File: config.mk
export PLATFORM = sky130hd
export DESIGN_NAME = pipe_skid32
export DESIGN_NICKNAME = d
export VERILOG_FILES = /design/src/rtl/pipe_skid32.sv
export SDC_FILE = /design/constraint.sdc
export NUM_CORES = 1
export LEC_CHECK = 0
export CORE_MARGIN = 10
export CORE_UTILIZATION = 45
export CTS_CLUSTER_DIAMETER = 30
export DETAILED_ROUTE_END_ITERATION = 8
export GPL_TIMING_DRIVEN = 1
export PLACE_DENSITY_LB_ADDON = 0.15
export SYNTH_ARGS = -nofsm -noshare
export SYNTH_HDL_FRONTEND = slang
export SYNTH_SLANG_ARGS = --single-unit
File: constraint.sdc
create_clock -name clk -period 1.57 [get_ports clk]
set_input_delay 0.2355 -clock clk [delete_from_list [all_inputs] [get_ports clk]]
set_output_delay 0.2355 -clock clk [all_outputs]
set_load 0.005 [all_outputs]
File: src/rtl/pipe_skid32.sv
// -----------------------------------------------------------------------------
// pipe_skid32 - two-entry valid/ready skid buffer for the 32-bit datapath.
//
// Sits between a producer and a consumer. Back-pressure never forms a
// combinational path from out_ready to in_ready. When the consumer is not
// stalling, the block passes one word per cycle.
//
// Ports:
//   clk        rising-edge clock
//   reset      asynchronous active-low reset (0 = in reset)
//   flush      synchronous clear; discards every held word and the word
//              offered on this edge
//   in_valid   producer offers in_data
//   in_data    producer word (WIDTH bits)
//   in_ready   block can take a word this cycle (flop output)
//   out_valid  out_data holds a valid word (flop output)
//   out_data   oldest held word (flop output, main register M)
//   out_ready  consumer takes out_data this cycle
//   count      number of held words: 0, 1 or 2 (flop output)
// -----------------------------------------------------------------------------
module pipe_skid32 #(
    parameter int WIDTH = 32
) (
    input  logic             clk,
    input  logic             reset,
    input  logic             flush,
    input  logic             in_valid,
    input  logic [WIDTH-1:0] in_data,
    output logic             in_ready,
    output logic             out_valid,
    output logic [WIDTH-1:0] out_data,
    input  logic             out_ready,
    output logic [1:0]       count
);

    typedef enum logic [1:0] {
        ST_EMPTY = 2'd0,
        ST_ONE   = 2'd1,
        ST_TWO   = 2'd2
    } state_t;

    state_t           state_r;
    state_t           state_s;
    logic [WIDTH-1:0] m_r;
    logic [WIDTH-1:0] m_s;
    logic [WIDTH-1:0] s_r;
    logic [WIDTH-1:0] s_s;
    logic             in_ready_r;
    logic             in_ready_s;
    logic             out_valid_r;
    logic             out_valid_s;
    logic [1:0]       count_r;
    logic [1:0]       count_s;
    logic             in_xfer_s;
    logic             out_xfer_s;

    // Handshakes use only flopped readiness, so no input reaches an output
    // combinationally.
    assign in_xfer_s  = in_valid & in_ready_r;
    assign out_xfer_s = out_valid_r & out_ready;

    // Next-state, register-load and next-flag logic.
    always_comb begin
        state_s     = state_r;
        m_s         = m_r;
        s_s         = s_r;
        in_ready_s  = 1'b1;
        out_valid_s = 1'b0;
        count_s     = 2'd0;

        // Flush beats every transfer, and it leaves M/S contents in place.
        if (flush) begin
            state_s = ST_EMPTY;
        end else begin
            case (state_r)
                ST_EMPTY: begin
                    if (in_xfer_s) begin
                        m_s     = in_data;
                        state_s = ST_ONE;
                    end else begin
                        state_s = ST_EMPTY;
                    end
                end
                ST_ONE: begin
                    if (in_xfer_s && out_xfer_s) begin
                        m_s     = in_data;           // pass-through
                        state_s = ST_ONE;
                    end else if (in_xfer_s) begin
                        s_s     = in_data;           // consumer stalled: skid
                        state_s = ST_TWO;
                    end else if (out_xfer_s) begin
                        state_s = ST_EMPTY;
                    end else begin
                        state_s = ST_ONE;
                    end
                end
                ST_TWO: begin
                    if (out_xfer_s) begin
                        m_s     = s_r;               // skid word moves up
                        state_s = ST_ONE;
                    end else begin
                        state_s = ST_TWO;
                    end
                end
                default: begin
                    state_s = ST_EMPTY;
                end
            endcase
        end

        // Handshake flags and count are decoded from the next state so that
        // they can be flopped and still line up with it.
        case (state_s)
            ST_EMPTY: begin
                in_ready_s  = 1'b1;
                out_valid_s = 1'b0;
                count_s     = 2'd0;
            end
            ST_ONE: begin
                in_ready_s  = 1'b1;
                out_valid_s = 1'b1;
                count_s     = 2'd1;
            end
            ST_TWO: begin
                in_ready_s  = 1'b0;
                out_valid_s = 1'b1;
                count_s     = 2'd2;
            end
            default: begin
                in_ready_s  = 1'b1;
                out_valid_s = 1'b0;
                count_s     = 2'd0;
            end
        endcase
    end

    // State, storage and flag registers, cleared asynchronously by reset.
    always_ff @(posedge clk or negedge reset) begin
        if (!reset) begin
            state_r     <= ST_EMPTY;
            m_r         <= {WIDTH{1'b0}};
            s_r         <= {WIDTH{1'b0}};
            in_ready_r  <= 1'b1;
            out_valid_r <= 1'b0;
            count_r     <= 2'd0;
        end else begin
            state_r     <= state_s;
            m_r         <= m_s;
            s_r         <= s_s;
            in_ready_r  <= in_ready_s;
            out_valid_r <= out_valid_s;
            count_r     <= count_s;
        end
    end

    assign in_ready  = in_ready_r;
    assign out_valid = out_valid_r;
    assign out_data  = m_r;
    assign count     = count_r;

endmodule

==> results.py, run 1 <==
metrics = {
    "status": {
        "status": "finished with violations",
        "violations": "negative setup slack",
    },
    "logic_synthesis": {
        "synth_fp_nets": 237,
        "yosys_register_bits": 70,
        "syn_inst": 197,
        "syn_area_sq_um": 3100,
        "synth_cell_type_count": 20,
        "ys_warn_count": 0,
        "ys_seq_area_frac": 0.566,
        "synth_area_per_cell_sq_um": 15.7,
    },
    "critical_path": {
        "crit_arrival_ps": 2000,
        "reg2reg_depth": 6,
        "cp_max_fo": 6,
        "r2r_setup_slack_ps": -210,
        "crit_end": "out_data[23]$_DFFE_PN0P_",
        "endpoint_kind": "flip-flop",
        "cp-startpoint": "in_ready$_DFF_PN1_",
        "r2r-start": "in_ready$_DFF_PN1_",
        "timing.rr.end": "out_data[23]$_DFFE_PN0P_",
        "setup.worst_path.start_class": "flip-flop",
        "crit_required_ps": 1790,
        "crit_type": "reg -> reg",
    },
    "cells_and_area": {
        "syn_to_final_growth_pct": 46.4,
        "final_core_util": 0.671,
        "fin_nets": 334,
        "finalNonFillerCells": 379,
        "final_cell_mix": "69 x dfrtp_1, 69 x clkdlybuf4s50_1, 64 x mux2_2",
        "diodes": 0,
        "final_layout_size_suffix_gt1_frac": 0.482,
    },
    "cts": {
        "cts-buffers-inserted": 9,
        "clock_latency_ps": 340,
        "cts_buffer_depth": 2,
        "clock-sinks": 70,
        "cts-root-buf": "clkbuf_8",
        "cts_tree": "yes",
        "h-tree-depth": 3,
        "clk_pin_slew_ps": 70,
    },
    "place": {
        "port_buffers": 72,
        "gp_congestion": 0.735,
        "hpwl_mm": 4.45,
        "dp_slack_ps": -373,
        "placed_cells": 355,
    },
    "sta": {
        "max_slew_margin": 0.751,
        "finClkSkew_ps": 8.49,
        "setup_ws_ps": -206,
        "slew_violations": 0,
        "setup_violations": 68,
        "fmax_ghz": 0.563,
        "period_minus_slack_ps": 1780,
        "grt_setup_unrepaired": "yes",
        "worst_pin_slew_ps": 373,
        "hold_violations": 0,
        "setup-tns-final_ps": -10880,
        "fin_crit_sh": 1.13,
    },
    "detailed_routing": {
        "postRouteAntennaNets": 0,
        "vias": 1939,
        "drc_errors": 0,
        "drt_iter0_markers": 53,
        "wirelength_mm": 6.94,
        "routedWlPerCell_microns": 18.3,
        "dr.pass1.iters": 4,
        "via_per_inst": 5.12,
    },
    "power": {
        "pwr-share-seq": 0.430,
        "power_frac_clock": 0.249,
        "comb_power_share": 0.321,
        "p_leak_nw": 2.03,
        "p_sw_w": 0.00164,
        "ir_drop_mv": 0.861,
        "p_int_w": 0.00511,
        "p_sw_frac": 0.242,
        "p_per_area_nw_per_um2": 1490,
    },
    "grt": {
        "gr-total-overflow": 0,
        "antenna_found_initial": 0,
        "grt_pass1_vias": 2088,
        "grt_pass1_wl_mm": 10.8,
        "grt_max_degree": 71,
        "grt_use_total": 0.132,
    },
    "die": {
        "row_count": 30,
        "die_y_microns": 103,
        "die_w_microns": 103,
        "initial_utilization": 0.459,
        "dieArea_sq_um": 10600,
        "ioPinCount": 73,
        "coreArea_sq_um": 6760,
    },
    "job": {
        "maxCapViolCount": 0,
    },
    "worst_hold_path": {
        "worst_hold_path_type": "in -> async",
    },
}
[cells in the mapped netlist]
master     n  area share
dfstp_2    1      0.0085
and3b_2    1      0.0032
dfrtp_1   69        0.56
a21o_1     1      0.0024
buf_2      4      0.0065
buf_6      6       0.022
inv_1      3      0.0036
a221o_1    1      0.0032
nand4b_2   1      0.0048
o21bai_4   1      0.0061
a21oi_4    1      0.0053
a21oi_1    1      0.0016
nand2_1    3      0.0036
mux2_2    95        0.35
ha_1       3       0.012
mux2_1     1      0.0036
and2_1     1      0.0020
nand4b_1   1      0.0028
nand2b_1   2      0.0040
nor2b_1    1      0.0020
[per-layer routing]
metal  GRT usage  part of all wire  vias up
li1            -                 -      899
met1       0.162              0.46      982
met2       0.205              0.46       52
met3      0.0576             0.070        6
met4      0.0449            0.0084        0
met5           0                 0        -
[repair_timing]
item                       4_1_cts  5_1_grt
cloned                           1        3
hold endpoints to repair        69        0
pin swaps                        0        3
hold buffers                     1        0
setup endpoints to repair       69       70
gates resized for setup          3       42
buffers inserted                 3        3
[through the flow]
step / power (W) / area (sq um) / hold WS, ps
floorplan: 0.00375 / 3110 / -60.1
global placement: 0.00476 / 4040 / 292
detailed placement: 0.00483 / 4040 / 290
CTS: 0.00656 / 4340 / 468
global route: 0.00714 / 4530 / 478
finish: 0.00675 / 4530 / 464
[worst min-delay path by stage]
stage / startpoint / slack (ps) / depth (start not counted) / endpoint
finish: reset / 460 / 3 / s_r[7]$_DFFE_PN0P_
global route: reset / 480 / 3 / s_r[4]$_DFFE_PN0P_
global placement: reset / 290 / 2 / s_r[7]$_DFFE_PN0P_
detailed placement: reset / 290 / 2 / s_r[7]$_DFFE_PN0P_
floorplan: reset / -60 / 0 / count[0]$_DFF_PN0_
CTS: reset / 470 / 3 / s_r[7]$_DFFE_PN0P_
[worst max-delay path, cell delays in order (launching register included)]
cell	delay (ps)
dfstp_2	540
and3b_2	260
o21bai_4	100
a21oi_4	170
buf_12	150
clkbuf_16	160
mux2_4	290
[area by class of cell]
type | count | area, sq um
fill | 500 | 2220
sequential | 70 | 1750
multi-input combinational | 114 | 1380
timing repair buffer | 96 | 1060
clock buffer | 13 | 169
tap | 80 | 100
clock inverter | 3 | 65.1
inverter | 3 | 11.3
[sequential cells by signal (all words and copies together) (netlist names)]
signal	cells
out_valid	1
s_r	32
count	2
state_r	2
out_data	32
in_ready	1
[cell families after synthesis]
kind of cell | Yosys count | share of synthesized area
multiplexers | 96 | 0.349
adder cells (fa/ha/maj) | 3 | 0.0121
AND/OR/NAND/NOR | 10 | 0.0226
buffers and inverters | 13 | 0.0319
flip-flops | 70 | 0.566
AO/OA/AOI/OAI | 5 | 0.0186
[power by group through the flow]
stage / combinational (W) / sequential [W] / clock, W
CTS: 0.00196 / 0.00289 / 0.00172
detailed placement: 0.00191 / 0.00292 / 0
global route: 0.00233 / 0.00300 / 0.00181
global placement: 0.00187 / 0.00289 / 0
finish: 0.00216 / 0.00290 / 0.00168
floorplan: 0.000887 / 0.00286 / 0
(Power assumes the default switching activity.)
==> run 2: changes to the inputs <==
--- a/config.mk
+++ b/config.mk
@@ -7,7 +7,6 @@
 export LEC_CHECK = 0
 export CORE_MARGIN = 10
 export CORE_UTILIZATION = 45
-export CTS_CLUSTER_DIAMETER = 30
 export DETAILED_ROUTE_END_ITERATION = 8
 export GPL_TIMING_DRIVEN = 1
 export PLACE_DENSITY_LB_ADDON = 0.15
==> results of run 2 <==
Same layout as run 1: the final DEF is identical, and so are final timing and power.
==> patch 1, RTL diff (settings of run 1) <==
Put one more register stage on the output `count`. The value now appears one clock later. The other outputs are not delayed to match.
--- a/src/rtl/pipe_skid32.sv
+++ b/src/rtl/pipe_skid32.sv
@@ -157,5 +157,7 @@
     assign out_valid = out_valid_r;
     assign out_data  = m_r;
-    assign count     = count_r;
+    always_ff @(posedge clk) begin
+        count <= count_r;
+    end
 
 endmodule
Behaviour: not the same (a bounded check fails within 4 cycles, from zero or initial values and one cycle with reset low).
==> patch 1 against run 1 <==
The run still ends with negative setup slack left. Worst setup slack better by 12 ps. Via count is 1.1% lower. Sequential cell count is 2 higher. Routed wire length is 3.2% lower. Area after synthesis is 1.3% higher. Design area is 1.8% lower. Clock skew is 3.7 ps higher. Sequential share of layout area is 1.6 points higher. Power is 1.8% lower. Critical endpoint is now out_valid.
==> patch 1: results (changes against run 1) <==
[cells_and_area]
antenna_cells=0  ; unchanged
multi_input_area_um2=1350  ; was 1380 um2
fin_nets=333  ; was 334
drive_gt1_frac=0.483  ; was 0.482
finalNonFillerCells=394  ; was 379
fillers=509  ; was 500

[synthesis]
synth.mux.area_fraction=0.344  ; was 0.349
synthTopCellsByArea=dfrtp_1 (55%), mux2_2 (34%), buf_6 (2.2%)  ; was dfrtp_1 (56%), mux2_2 (35%), buf_6 (2.2%)
synthFlopType=dfrtp_1  ; unchanged
yosysWarnings=0  ; unchanged
yosysSeqAreaShare=0.571  ; was 0.566
synthArstFlopShare=0.972  ; was 1.00
synth-compound-area-share=0.0183  ; was 0.0186
synth.distinct_cells=21  ; was 20
ys_top_cells_by_count=mux2_2 (95), dfrtp_1 (69), buf_6 (6)  ; unchanged
yosys.area_share.adder=0.0120  ; was 0.0121
synth_xor_area_frac=0  ; unchanged
netlist_instances=199  ; was 197
synth.net_count=239  ; was 237

[clock_network]
cts_buffers=9  ; unchanged
clk_transition_reported_paths_ps=80
htreeDepth=3  ; unchanged
cts_root_buffer=clkbuf_8  ; unchanged
clk_latency_ps=330
hold_buffers=1  ; unchanged
cts_buffer_depth=2  ; unchanged
cts_setup_buffers=0  ; was 3
cts_resized=19  ; was 3

[power_and_ir_drop]
leakage_nw=1.93  ; was 2.03 nW
pg_clk_mw=1.66
max-vdd-ir-drop_uv=831  ; was 861 uV
total_power_mw=6.63  ; was 6.75 mW
p_sw_frac=0.251  ; was 0.242
pg_comb_mw=2.02  ; was 2.16 mW

[global_routing]
grt_max_degree=39  ; was 71
grt_pass1_vias=2227  ; was 2088
grt_pass1_wl_um=11200  ; was 10800 um
grtUsageTotal=0.128  ; was 0.132

[status]
outcome=finished with violations  ; unchanged
violations=negative setup slack  ; unchanged

[drt]
wl_um=6720  ; was 6940 um
first_pass_iters=4  ; unchanged
vias=1918  ; was 1939
drt_first_iter_violations=63  ; was 53

[sta]
worst_pin_slew_ps=482  ; was 373 ps
setup_tns_ps=-8070  ; was -10880 ps
fin_skew_ps=12.2  ; was 8.49 ps
final.setup.worst_slack_ps=-194  ; was -206 ps
finalSetupViolCount=67  ; was 68

[placement]
place_congestion=0.761  ; was 0.735
io_buffers=72  ; unchanged
pre_cts_slack_ps=-401  ; was -373 ps
placed_area_um2=4090  ; was 4040 um2
dp_cells=375  ; was 355
dp_hpwl_um=4680  ; was 4450 um

[min_path]
min_path_type=reg -> reg  ; was in -> async
worstHoldPathCells=0

[setup_path]
crit_arrival_ps=2000  ; about the same
worstPathMaxFanout=4  ; was 6
r2r_cells=7  ; was 6

## patch 1: changes by cell type after synthesis
cell and delta:
dfxtp_1 +2
## patch 1: critical path, cell delays in order, from the launching register on
cell and delay (ps):
dfstp_2 530, and3b_2 260, nand2b_4 80, buf_4 130, and2_4 150, a21o_1 200
ha_1 280, inv_1 40
## patch 1: worst paths after layout
check | from | endpoint | slack (ps)
hold / removal | count_r[0] | count[0] | 340
setup reg to reg | in_ready | out_valid | -190
max in group asynchronous | reset | in_ready | 720
hold reg to reg | count_r[0] | count[0] | 340
setup / recovery | in_ready | out_valid | -190
min in group asynchronous | reset | out_data[21] | 470
## patch 1: cell type report
class,instances,share of cell area
flip-flops and latches,72,0.403
multi-input cells,114,0.303
repair buffers,93,0.214
clock buffers,10,0.0309
well taps,96,0.0270
clock inverters,6,0.0202
inverters,3,0.00253
## patch 1: metal layers
layer,track usage,vias up,share of wire
li1,-,893,-
met1,0.151,977,0.43
met2,0.209,40,0.51
met3,0.0403,8,0.052
met4,0.0514,0,0.011
met5,0,-,0
==> patch 2, RTL diff (flow settings as in run 1) <==
Without the edit above. `WIDTH`: 32 -> 48.
--- a/src/rtl/pipe_skid32.sv
+++ b/src/rtl/pipe_skid32.sv
@@ -20,5 +20,5 @@
 // -----------------------------------------------------------------------------
 module pipe_skid32 #(
-    parameter int WIDTH = 32
+    parameter int WIDTH = 48
 ) (
     input  logic             clk,
Interface: changed (resized in_data and out_data); port bits go from 73 to 105. No check against the original RTL was run, so the function may have changed too.
==> patch 2 against run 1 <==
The flow still finishes with violations (negative setup slack). Routed wire length grew 61%. Synthesized cell count grew 45%. Sequential cell count grew 32. Core utilization grew 0.11 points. Power grew 49%. Sequential share of layout area grew 0.23 points. Worst setup slack lost 110 ps. Clock skew grew 3.8 ps. Design area grew 45%. Area after synthesis grew 45%. Critical path type unchanged.
==> patch 2: results (changes against run 1) <==
[power_and_ir_drop]
leakage_nw=2.90  ; was 2.03 nW
max-vdd-ir-drop_uv=862  ; was 861 uV

[clock_network]
clk_latency_ps=360  ; was 340 ps
cts_buffers=9  ; unchanged
clk_transition_reported_paths_ps=100  ; was 70 ps
cts_root_buffer=clkbuf_8  ; unchanged

[placement]
placed_area_um2=5790  ; was 4040 um2
io_buffers=104  ; was 72
dp_cells=522  ; was 355
pre_cts_slack_ps=-463  ; was -373 ps
place_congestion=0.714  ; was 0.735
dp_hpwl_um=6880  ; was 4450 um

[status]
outcome=finished with violations  ; unchanged
violations=negative setup slack  ; unchanged

[synthesis]
synth.distinct_cells=25  ; was 20
avgSynthCellArea_um2=15.8  ; was 15.7 um2
synth.net_count=341  ; was 237
synthTopCellsByArea=dfrtp_1 (56%), mux2_2 (31%), mux2_4 (3.0%)  ; was dfrtp_1 (56%), mux2_2 (35%), buf_6 (2.2%)
ys_top_cells_by_count=mux2_2 (124), dfrtp_1 (101), mux2_1 (11)  ; was mux2_2 (95), dfrtp_1 (69), buf_6 (6)
yosysSeqAreaShare=0.567  ; was 0.566

[drt]
vias_per_cell=5.02  ; was 5.12
ant_nets=0  ; unchanged
drt_first_iter_violations=78  ; was 53
wl_um=11200  ; was 6940 um
first_pass_iters=4  ; unchanged
vias=2813  ; was 1939

[setup_path]
path_class=reg -> reg  ; unchanged
worstPathMaxFanout=4  ; was 6
crit_arrival_ps=2130  ; was 2000 ps
critical_path.endpoint=out_data[19]  ; was out_data[23]

[sta]
setup_tns_ps=-23350  ; was -10880 ps
fin_skew_ps=12.3  ; was 8.49 ps
holdWs_ps=215  ; was 464 ps
finalSetupViolCount=97  ; was 68
final.setup.worst_slack_ps=-316  ; was -206 ps
worst_pin_slew_ps=369  ; was 373 ps

[cells_and_area]
fin_nets=478  ; was 334
multi_input_area_um2=2020  ; was 1380 um2
drive_gt1_frac=0.489  ; was 0.482
fillers=742  ; was 500

[global_routing]
grt_pass1_wl_um=16600  ; was 10800 um
grt_pass1_vias=3146  ; was 2088
grt_max_degree=52  ; was 71
grtUsageTotal=0.145  ; was 0.132

[min_path]
min_path_type=in -> async  ; unchanged

patch 2: cell types whose count changed in the layout (fill, tap and decap cells not counted), sizes merged, moves of 2 or more:
cell,change
mux2,+48
clkdlybuf4s50,+32
dfrtp,+32
buf,+14
bufinv,-2
clkinvlp,+2
nand4b,-2
patch 2: layer usage:
metal | vias up | GRT usage | share of wire
li1 | 1288 | - | -
met1 | 1438 | 0.172 | 0.44
met2 | 73 | 0.244 | 0.49
met3 | 14 | 0.0427 | 0.058
met4 | 0 | 0.0528 | 0.017
met5 | - | 0 | 0
patch 2: power breakdown:
| group | switching (mW) | internal (mW) | total [mW] |
|---|---|---|---|
| combinational | 1.14 | 2.87 | 4.01 |
| sequential | 0.677 | 3.87 | 4.55 |
| clock | 0.874 | 0.628 | 1.50 |
patch 2: repair_timing:
item                                   in CTS  in global routing
pin swaps                                   2                  6
setup buffers                               7                  7
endpoints found under the hold margin     101                  0
setup endpoints to repair                  85                101
hold buffers                                1                  0
gates resized for setup                    30                 54
gates cloned                                6                  4
patch 2: kinds of logic after synthesis:
kind of cell / count (synthesis) / share of synthesized area
multiplexers: 144 / 0.368
adder cells (fa/ha/maj): 3 / 0.00833
XOR/XNOR: 1 / 0.00194
buffers and inverters: 19 / 0.0303
flip-flops: 102 / 0.567
AND/OR/NAND/NOR: 10 / 0.0125
AO/OA/AOI/OAI: 6 / 0.0125
patch 2: worst max-delay path, cell delays in order (launching register included):
cell and delay (ps):
dfstp_2 550, nand3b_1 140, a221oi_4 360, buf_6 160, buf_6 120, clkbuf_16 140
mux2_4 300
patch 2: layout make-up:
class | instances | share of cell area
tap | 133 | 0.0253
timing repair buffer | 142 | 0.250
clock buffer | 12 | 0.0221
multi-input combinational | 164 | 0.307
clock inverter | 4 | 0.00495
sequential | 102 | 0.389
inverter | 3 | 0.00171
